<file path="src/rtl/reg_arb_pkg.sv">
`default_nettype none
// +----------------------------------------------------------------------+
// | reg_arb_pkg : shared state/owner encodings and default widths        |
// | Rev 1.0                                                              |
// +----------------------------------------------------------------------+
package reg_arb_pkg;

  localparam int DEF_ADDR_W = 4;
  localparam int DEF_DATA_W = 8;
  localparam int DEF_APB_AW = 8;

  localparam logic [1:0] c_IDLE = 2'd0;
  localparam logic [1:0] c_ACC  = 2'd1;
  localparam logic [1:0] c_RDW  = 2'd2;
  localparam logic [1:0] c_DONE = 2'd3;

  localparam logic c_OWN_APB = 1'b0;
  localparam logic c_OWN_FAB = 1'b1;

endpackage : reg_arb_pkg
`default_nettype wire

</file>
<file path="src/rtl/reg_arb_rr_arb2.sv">
`default_nettype none
// +----------------------------------------------------------------------+
// | rr_arb2 : combinational two-way round-robin pick (APB vs fabric)     |
// | Rev 1.0                                                              |
// +----------------------------------------------------------------------+
module rr_arb2
  import reg_arb_pkg::*;
(
  input  logic i_req_apb,
  input  logic i_req_fab,
  input  logic i_last_owner,
  output logic o_valid,
  output logic o_owner
);

  always_comb begin
    o_valid = i_req_apb | i_req_fab;
    o_owner = c_OWN_APB;
    // On a tie the requester that was not served last wins.
    if (i_req_apb && i_req_fab) begin
      o_owner = ~i_last_owner;
    end else if (i_req_fab) begin
      o_owner = c_OWN_FAB;
    end
  end

endmodule : rr_arb2
`default_nettype wire

</file>
<file path="src/rtl/reg_arb.sv">
`default_nettype none
// +----------------------------------------------------------------------+
// | reg_arb : APB / fabric arbiter and sequencer for a 16x8 register file|
// | Rev 1.0                                                              |
// +----------------------------------------------------------------------+
module reg_arb
  import reg_arb_pkg::*;
#(
  parameter int ADDR_W = DEF_ADDR_W,
  parameter int DATA_W = DEF_DATA_W,
  parameter int APB_AW = DEF_APB_AW
) (
  input  logic              PCLK,
  input  logic              PRESET,
  input  logic              PSEL,
  input  logic              PENABLE,
  input  logic              PWRITE,
  input  logic [APB_AW-1:0] PADDR,
  input  logic [DATA_W-1:0] PWDATA,
  output logic [DATA_W-1:0] PRDATA,
  output logic              PREADY,
  output logic              PSLVERR,
  input  logic              f_req,
  input  logic              f_we,
  input  logic [ADDR_W-1:0] f_addr,
  input  logic [DATA_W-1:0] f_wdata,
  output logic              f_ack,
  output logic [DATA_W-1:0] f_rdata,
  output logic              mem_wr_en,
  output logic              mem_rd_en,
  output logic [ADDR_W-1:0] mem_addr,
  output logic [DATA_W-1:0] mem_wdata,
  input  logic [DATA_W-1:0] mem_rdata,
  output logic              busy
);

  logic [1:0]        r_state;
  logic [1:0]        w_next;
  logic              r_owner;
  logic              r_last_owner;
  logic              r_we;
  logic              r_err;
  logic [ADDR_W-1:0] r_addr;
  logic [DATA_W-1:0] r_wdata;
  logic [DATA_W-1:0] r_rdata;

  logic              w_req_apb;
  logic              w_req_fab;
  logic              w_gnt_valid;
  logic              w_gnt_owner;
  logic              w_apb_oor;
  logic              w_gnt_err;
  logic [ADDR_W-1:0] w_apb_addr;
  logic              w_unused;

  // The setup phase alone is not a request; only the access phase is.
  assign w_req_apb  = PSEL & PENABLE;
  assign w_req_fab  = f_req;
  assign w_apb_addr = PADDR[ADDR_W+1:2];
  assign w_apb_oor  = |PADDR[APB_AW-1:ADDR_W+2];
  assign w_gnt_err  = (w_gnt_owner == c_OWN_APB) & w_apb_oor;
  assign w_unused   = ^PADDR[1:0];

  rr_arb2 u_rr_arb2 (
    .i_req_apb    (w_req_apb),
    .i_req_fab    (w_req_fab),
    .i_last_owner (r_last_owner),
    .o_valid      (w_gnt_valid),
    .o_owner      (w_gnt_owner)
  );

  always_ff @(posedge PCLK) begin
    if (PRESET) begin
      r_state <= c_IDLE;
    end else begin
      r_state <= w_next;
    end
  end

  always_comb begin
    w_next = r_state;
    case (r_state)
      c_IDLE: begin
        if (w_gnt_valid) begin
          w_next = w_gnt_err ? c_DONE : c_ACC;
        end
      end
      c_ACC:   w_next = r_we ? c_DONE : c_RDW;
      c_RDW:   w_next = c_DONE;
      c_DONE:  w_next = c_IDLE;
      default: w_next = c_IDLE;
    endcase
  end

  // Grant-time latch: later requester input changes do not affect the access.
  always_ff @(posedge PCLK) begin
    if (PRESET) begin
      r_owner      <= c_OWN_APB;
      r_last_owner <= c_OWN_FAB;
      r_we         <= 1'b0;
      r_err        <= 1'b0;
      r_addr       <= '0;
      r_wdata      <= '0;
      r_rdata      <= '0;
    end else begin
      case (r_state)
        c_IDLE: begin
          if (w_gnt_valid) begin
            r_owner <= w_gnt_owner;
            r_err   <= w_gnt_err;
            r_rdata <= '0;
            if (w_gnt_owner == c_OWN_APB) begin
              r_we    <= PWRITE;
              r_addr  <= w_apb_addr;
              r_wdata <= PWDATA;
            end else begin
              r_we    <= f_we;
              r_addr  <= f_addr;
              r_wdata <= f_wdata;
            end
          end
        end
        c_RDW:   r_rdata      <= mem_rdata;
        c_DONE:  r_last_owner <= r_owner;
        default: ;
      endcase
    end
  end

  always_comb begin
    PRDATA    = '0;
    PREADY    = 1'b0;
    PSLVERR   = 1'b0;
    f_ack     = 1'b0;
    f_rdata   = '0;
    mem_wr_en = 1'b0;
    mem_rd_en = 1'b0;
    mem_addr  = '0;
    mem_wdata = '0;
    busy      = (r_state != c_IDLE);
    case (r_state)
      c_ACC: begin
        mem_addr  = r_addr;
        mem_wdata = r_wdata;
        mem_wr_en = r_we;
        mem_rd_en = ~r_we;
      end
      c_DONE: begin
        if (r_owner == c_OWN_APB) begin
          PREADY  = 1'b1;
          PRDATA  = r_rdata;
          PSLVERR = r_err;
        end else begin
          f_ack   = 1'b1;
          f_rdata = r_rdata;
        end
      end
      default: ;
    endcase
  end

endmodule : reg_arb
`default_nettype wire

</file>
<file path="config.mk">
export PLATFORM = sky130hd
export DESIGN_NAME = reg_arb
export DESIGN_NICKNAME = d
export VERILOG_FILES = /design/src/rtl/reg_arb_pkg.sv /design/src/rtl/reg_arb_rr_arb2.sv /design/src/rtl/reg_arb.sv
export SDC_FILE = /design/constraint.sdc
export NUM_CORES = 1
export LEC_CHECK = 0
export ABC_AREA = 1
export BUFFER_PORTS_ARGS = -buffer_cell sky130_fd_sc_hd__buf_2
export CORE_AREA = 4 4 54 80
export DETAILED_ROUTE_END_ITERATION = 7
export DIE_AREA = 0 0 58 84
export PLACE_DENSITY = 0.72
export SLEW_MARGIN = 15
export SYNTH_ARGS = -nofsm -noshare
export SYNTH_HDL_FRONTEND = slang
export SYNTH_SLANG_ARGS = --single-unit
</file>
<file path="constraint.sdc">
create_clock -name PCLK -period 1.5 [get_ports PCLK]
set_input_delay 0.3 -clock PCLK [delete_from_list [all_inputs] [get_ports PCLK]]
set_output_delay 0.3 -clock PCLK [all_outputs]
set_load 0.03 [all_outputs]
</file>
---- Word-level counts from Yosys, hierarchy flattened ----
Index checks and enable logic that the tools add are counted.
word-level totals
  RAM bits ................................ 0
  bits in latches ......................... 0
  bits in read-only memories .............. 0
  bits of input ports ..................... 43
  logic and storage cells ................. 50
  output and inout port bits .............. 34
  register bits ........................... 26
  memories ................................ 0
operators by class
  add/sub/neg operators ................... 0
  div/mod/pow operators ................... 0
  reductions and logical operators ........ 7
  magnitude comparators ................... 0
  equality and inequality tests ........... 4
  multiply operators ...................... 0
  shift operators ......................... 0
  bitwise gates (word level) .............. 6
  multiplexer cells ....................... 25
operator list
  kind                                                 count
  2-to-1 mux 8 bit                                     7
  one-hot mux 8 bit (2 select lines)                   1
  2-to-1 mux 1 bit                                     12
  2-to-1 mux 4 bit                                     2
  one-hot mux 2 bit (4 select lines)                   1
  equality test 2 bit, second input constant           2
  2-to-1 mux 2 bit                                     2
  AND reduction 2 bit                                  2
  nonzero test 2 bit                                   2
  inverter 1 bit                                       3
  AND 1 bit                                            2
  equality test 2 x 1 -> 1 bit, second input constant  1
  logical NOT 2 bit                                    1
  != test 2 x 1 -> 1 bit, second input constant        1
  OR reduction 2 bit                                   1
  logical AND 1 bit                                    1
  OR 1 bit                                             1

---- Logic depth before layout (Yosys ltp) ----
  depth in word-level cells ............... 8
  gate-level depth with buffers ........... 9
  mapped depth without buffers ............ 7

---- Modules after synthesis ----
A second synthesis with hierarchy kept.
second synthesis, totals
  cells, all modules ...................... 253
  area total of the unflattened synthesis .. 1576.5 um^2
modules (own cells, without submodules)
  module   cells each  area each (um^2)  times used  sequential area each (um^2)
  reg_arb  250         1561.5            1           520.5
  rr_arb2  3           15.0              1           0.0

---- Least setup slack after synthesis ----
No wires, ideal clock.
  kind .................................... register to output
  start ................................... register r_state[0]
  end ..................................... output port PRDATA[0]
  stages on the path, launching flop included .. 6
  data arrival time ....................... 1841 ps
  required time ........................... 1200 ps
  path buffers ............................ 0
  path slack .............................. -641 ps
  cell sequence ........................... dfxtp_1 -> ha_1 -> inv_1 -> nor2_1 -> clkinv_1 -> nor2_1
between the ends
  word-level cells in the longest chain between the ends .. 2
ends and longest elaborated chain
  what                      RTL line        RTL
  start: declaration        reg_arb.sv:37   logic [1:0] r_state;
  start signal: assignment  reg_arb.sv:74   r_state <= c_IDLE;
  start signal: assignment  reg_arb.sv:76   r_state <= w_next;
  equality test 2 bit       reg_arb.sv:141  case (r_state)
  2-to-1 mux 8 bit          reg_arb.sv:141
  end: declaration          reg_arb.sv:20   output logic [DATA_W-1:0] PRDATA,
No other way between the ends.

---- Worst setup path after layout ----
  start ................................... register r_state[1]
  end ..................................... output port mem_rd_en
between the ends
  word-level cells in the longest chain between the ends .. 2
ends and longest elaborated chain
  what                          RTL line        RTL
  equality test 2 x 1 -> 1 bit  reg_arb.sv:141
  2-to-1 mux 1 bit              reg_arb.sv:141
  end: declaration              reg_arb.sv:30   output logic mem_rd_en,
No other way between the ends.

==> reports/metrics.cfg <==
[status]
status=finished with violations
violations=setup timing

[clock_tree]
hold_buffers=0
cts_tree=done
clk_pin_slew_worst_paths_ns=0.10
h-tree-depth=1
numCtsBuffers=3
worstSkewPairLatency_ns=0.28
cts.sinks=26
root_buffer=clkbuf_8
cts_buffer_depth=2

[die]
initial_core_util_pct=42.7
die_area_sq_um=4870
die_h_um=84
pin_count=77
num_rows=27
die_x_um=58
core_sq_um=3650

[setup_path]
required_ns=1.20
crit_top_cell=buf_6
cp_max_fo=6
cp_num_buf_inv=5
critical-path-max-stage-delay_ns=0.38
start_kind=register
critPathSlowestCell=dfxtp_4
crit_family=buffers and inverters
path_class=register to output pin
cp.arrival_ns=1.43
endpoint_kind=output pin
path_cells=buf_6, inv_6, ha_4, buf_8, inv_2, nor2_2, buf_6

[synth]
synth_area_leaders=dfxtp_1 (33%), nand2_1 (14%), inv_1 (14%)
yosys.area_share.simple_pct=34.7
synth_top_family_by_area=simple AND/OR/NAND/NOR gates
synth_warnings=0
ys_types=19
synth-adder-area-share_pct=4.02
syn_nets=300
syn_avg_cell_area_sq_um=6.18
seq_area_frac_synth_pct=33.4
synth_top_cell_by_area=dfxtp_1
synth_compound_area_share_pct=8.68
synth_top_area_share_pct=33.4
synthesis.area_sq_um=1560
synth_cells=252
synth_mux_area_share_pct=0
synth_xor_xnor_area_share_pct=0
ys_seq_elements=26

[cells_and_area]
nets=384
drive_gt1_share_pct=45.1
regArea_sq_um=528
num-fill-cells=324
n_antenna_cell=0
stdcell_count=378
fin_util_pct=69.0
multi_input_area_sq_um=948
area_growth_pct=61.7

[sta]
hold_viol_final=0
fin_crit_ns=1.73
final_max_slew_viol_count=0
timing.fmax_mhz=578
rsz0062_at_grt=true
fin_ws_ns=-0.231
worst_pin_slew_ns=0.309
relSlewSlack_pct=79.4
tns_ns=-4.85
setup_viol=33
skew_ns=0.00906
fin_crit_sh_pct=115

[detailed_routing]
drtIter0Drc=51
drt_wl_total_um=4430
post_drt_wl_per_cell_um=11.7
drc=0
drtAntennaViolNets=0
drt-pass1-iter-count=4
vias=1741
vias_per_cell=4.61

[placed_design]
post-place-ws_ns=0.0270
finalWeightedCongestion=0.806
dpl.hpwl_um=3100
io_buffers=74
dpl.cell_count=368

[pwr]
seq_power_share_pct=31.3
power.density_nw_per_um2=1290
clockPowerShare_pct=16.1
p_sw_share_pct=42.5
power_uw=3250
p_sw_uw=1380
irDropWorstVdd_mv=0.872
internal-power_uw=1870
p_leak_uw=0.00139
power_frac_comb_pct=52.6

[global_route]
grt.total_usage_pct=18.2
grt_pass1_vias=1688
grt_overflow=0
antenna_found_initial=0
grt_first_pass_wirelength_um=7140
grt_max_degree=17

[run]
cap_violations=0

[worst_hold_path]
min_path_type=input port to register

sequential cells by signal, summed over array words and instances (netlist names):
register      cells
r_state           2
r_addr            4
r_wdata           8
r_last_owner      1
r_owner           1
r_err             1
r_we              1
r_rdata           8
path summary, 6_finish.rpt:
kind                start          to  slack (ns)  cells past startpoint
max reg2reg    r_state[1]  r_rdata[1]        0.13                      7
max            r_state[1]   mem_rd_en       -0.23                      7
min reg2reg    r_rdata[2]  r_rdata[2]        0.47                      2
min          mem_rdata[3]  r_rdata[3]        0.28                      3
cells in the mapped netlist:
| master | n |
|---|---|
| nand3_1 | 37 |
| nand2_2 | 3 |
| inv_1 | 57 |
| clkbuf_1 | 3 |
| nor2_1 | 20 |
| a21oi_1 | 25 |
| or2_1 | 1 |
| nand3_2 | 2 |
| nand2_4 | 1 |
| clkinv_1 | 1 |
| or2_2 | 1 |
| inv_2 | 2 |
| dfxtp_1 | 26 |
| buf_6 | 3 |
| nand2_1 | 58 |
| o21ai_0 | 2 |
| buf_4 | 1 |
| ha_1 | 5 |
| buf_2 | 4 |
cell type report:
cell class / count / area share [%]
Tap cell: 43 / 2.14
Timing Repair inverter: 1 / 0.348
Sequential cell: 26 / 21.0
Inverter: 60 / 9.34
Timing Repair Buffer: 89 / 26.9
Clock buffer: 4 / 2.63
Multi-Input combinational cell: 155 / 37.7
logic make-up after synthesis:
group / after synthesis
AND/OR/NAND/NOR: 123
buffers and inverters: 71
AO/OA/AOI/OAI: 27
flip-flops: 26
adder cells (fa/ha/maj): 5
power groups by stage:
stage / sequential, uW / clock (uW) / combinational (uW)
finish: 1020 / 523 / 1710
global route: 1030 / 562 / 1880
CTS: 961 / 539 / 1350
detailed placement: 977 / 0 / 1270
global placement: 968 / 0 / 1260
floorplan: 953 / 0 / 964
cell usage in the layout (no fill, tap or decap):
| master | instances |
|---|---|
| clkbuf_16 | 1 |
| ha_1 | 2 |
| buf_8 | 1 |
| nand3_2 | 2 |
| nor2_1 | 9 |
| nand2_2 | 5 |
| dfxtp_1 | 24 |
| or2_1 | 1 |
| dfxtp_4 | 2 |
| nand2_1 | 44 |
| a21oi_1 | 25 |
| ha_4 | 3 |
| clkbuf_8 | 3 |
| nor2_4 | 10 |
| buf_6 | 25 |
| buf_4 | 12 |
| clkbuf_4 | 8 |
| inv_6 | 1 |
| inv_1 | 40 |
| nand3_1 | 37 |
| o21ai_0 | 2 |
| buf_2 | 42 |
| clkinv_4 | 2 |
| nand2_4 | 13 |
| inv_2 | 18 |
| nor2_2 | 1 |
| or2_2 | 1 |
| buf_12 | 1 |
per-stage QoR:
step	hold WS (ns)	area [sq um]
2_1_floorplan	0.428	1650
3_3_place_gp	0.449	2080
3_5_place_dp	0.453	2080
4_1_cts	0.277	2260
5_1_grt	0.292	2520
6_report	0.280	2520
repair_timing:
item / in CTS / in global routing
resized for setup: 35 / 79
cloned: 1 / 0
setup endpoints to repair: 34 / 41
endpoints found under the hold margin: 0 / 0
setup buffers: 1 / 4
pin swaps: 2 / 14
routing by layer:
metal	up-vias	global-route usage (%)	routed length (um)
met2	57	34.5	2450
li1	924	-	-
met4	0	7.17	68
met1	753	19.3	1660
met3	7	2.63	254
met5	-	0	0
worst min-delay path: cells and delay by family:
family                 cells  cell delay (ns)
buffers and inverters      1             0.10
AND/OR/NAND/NOR            1             0.07
AO/OA/AOI/OAI              1             0.06
Note: power is estimated with default switching activity, not from simulation.
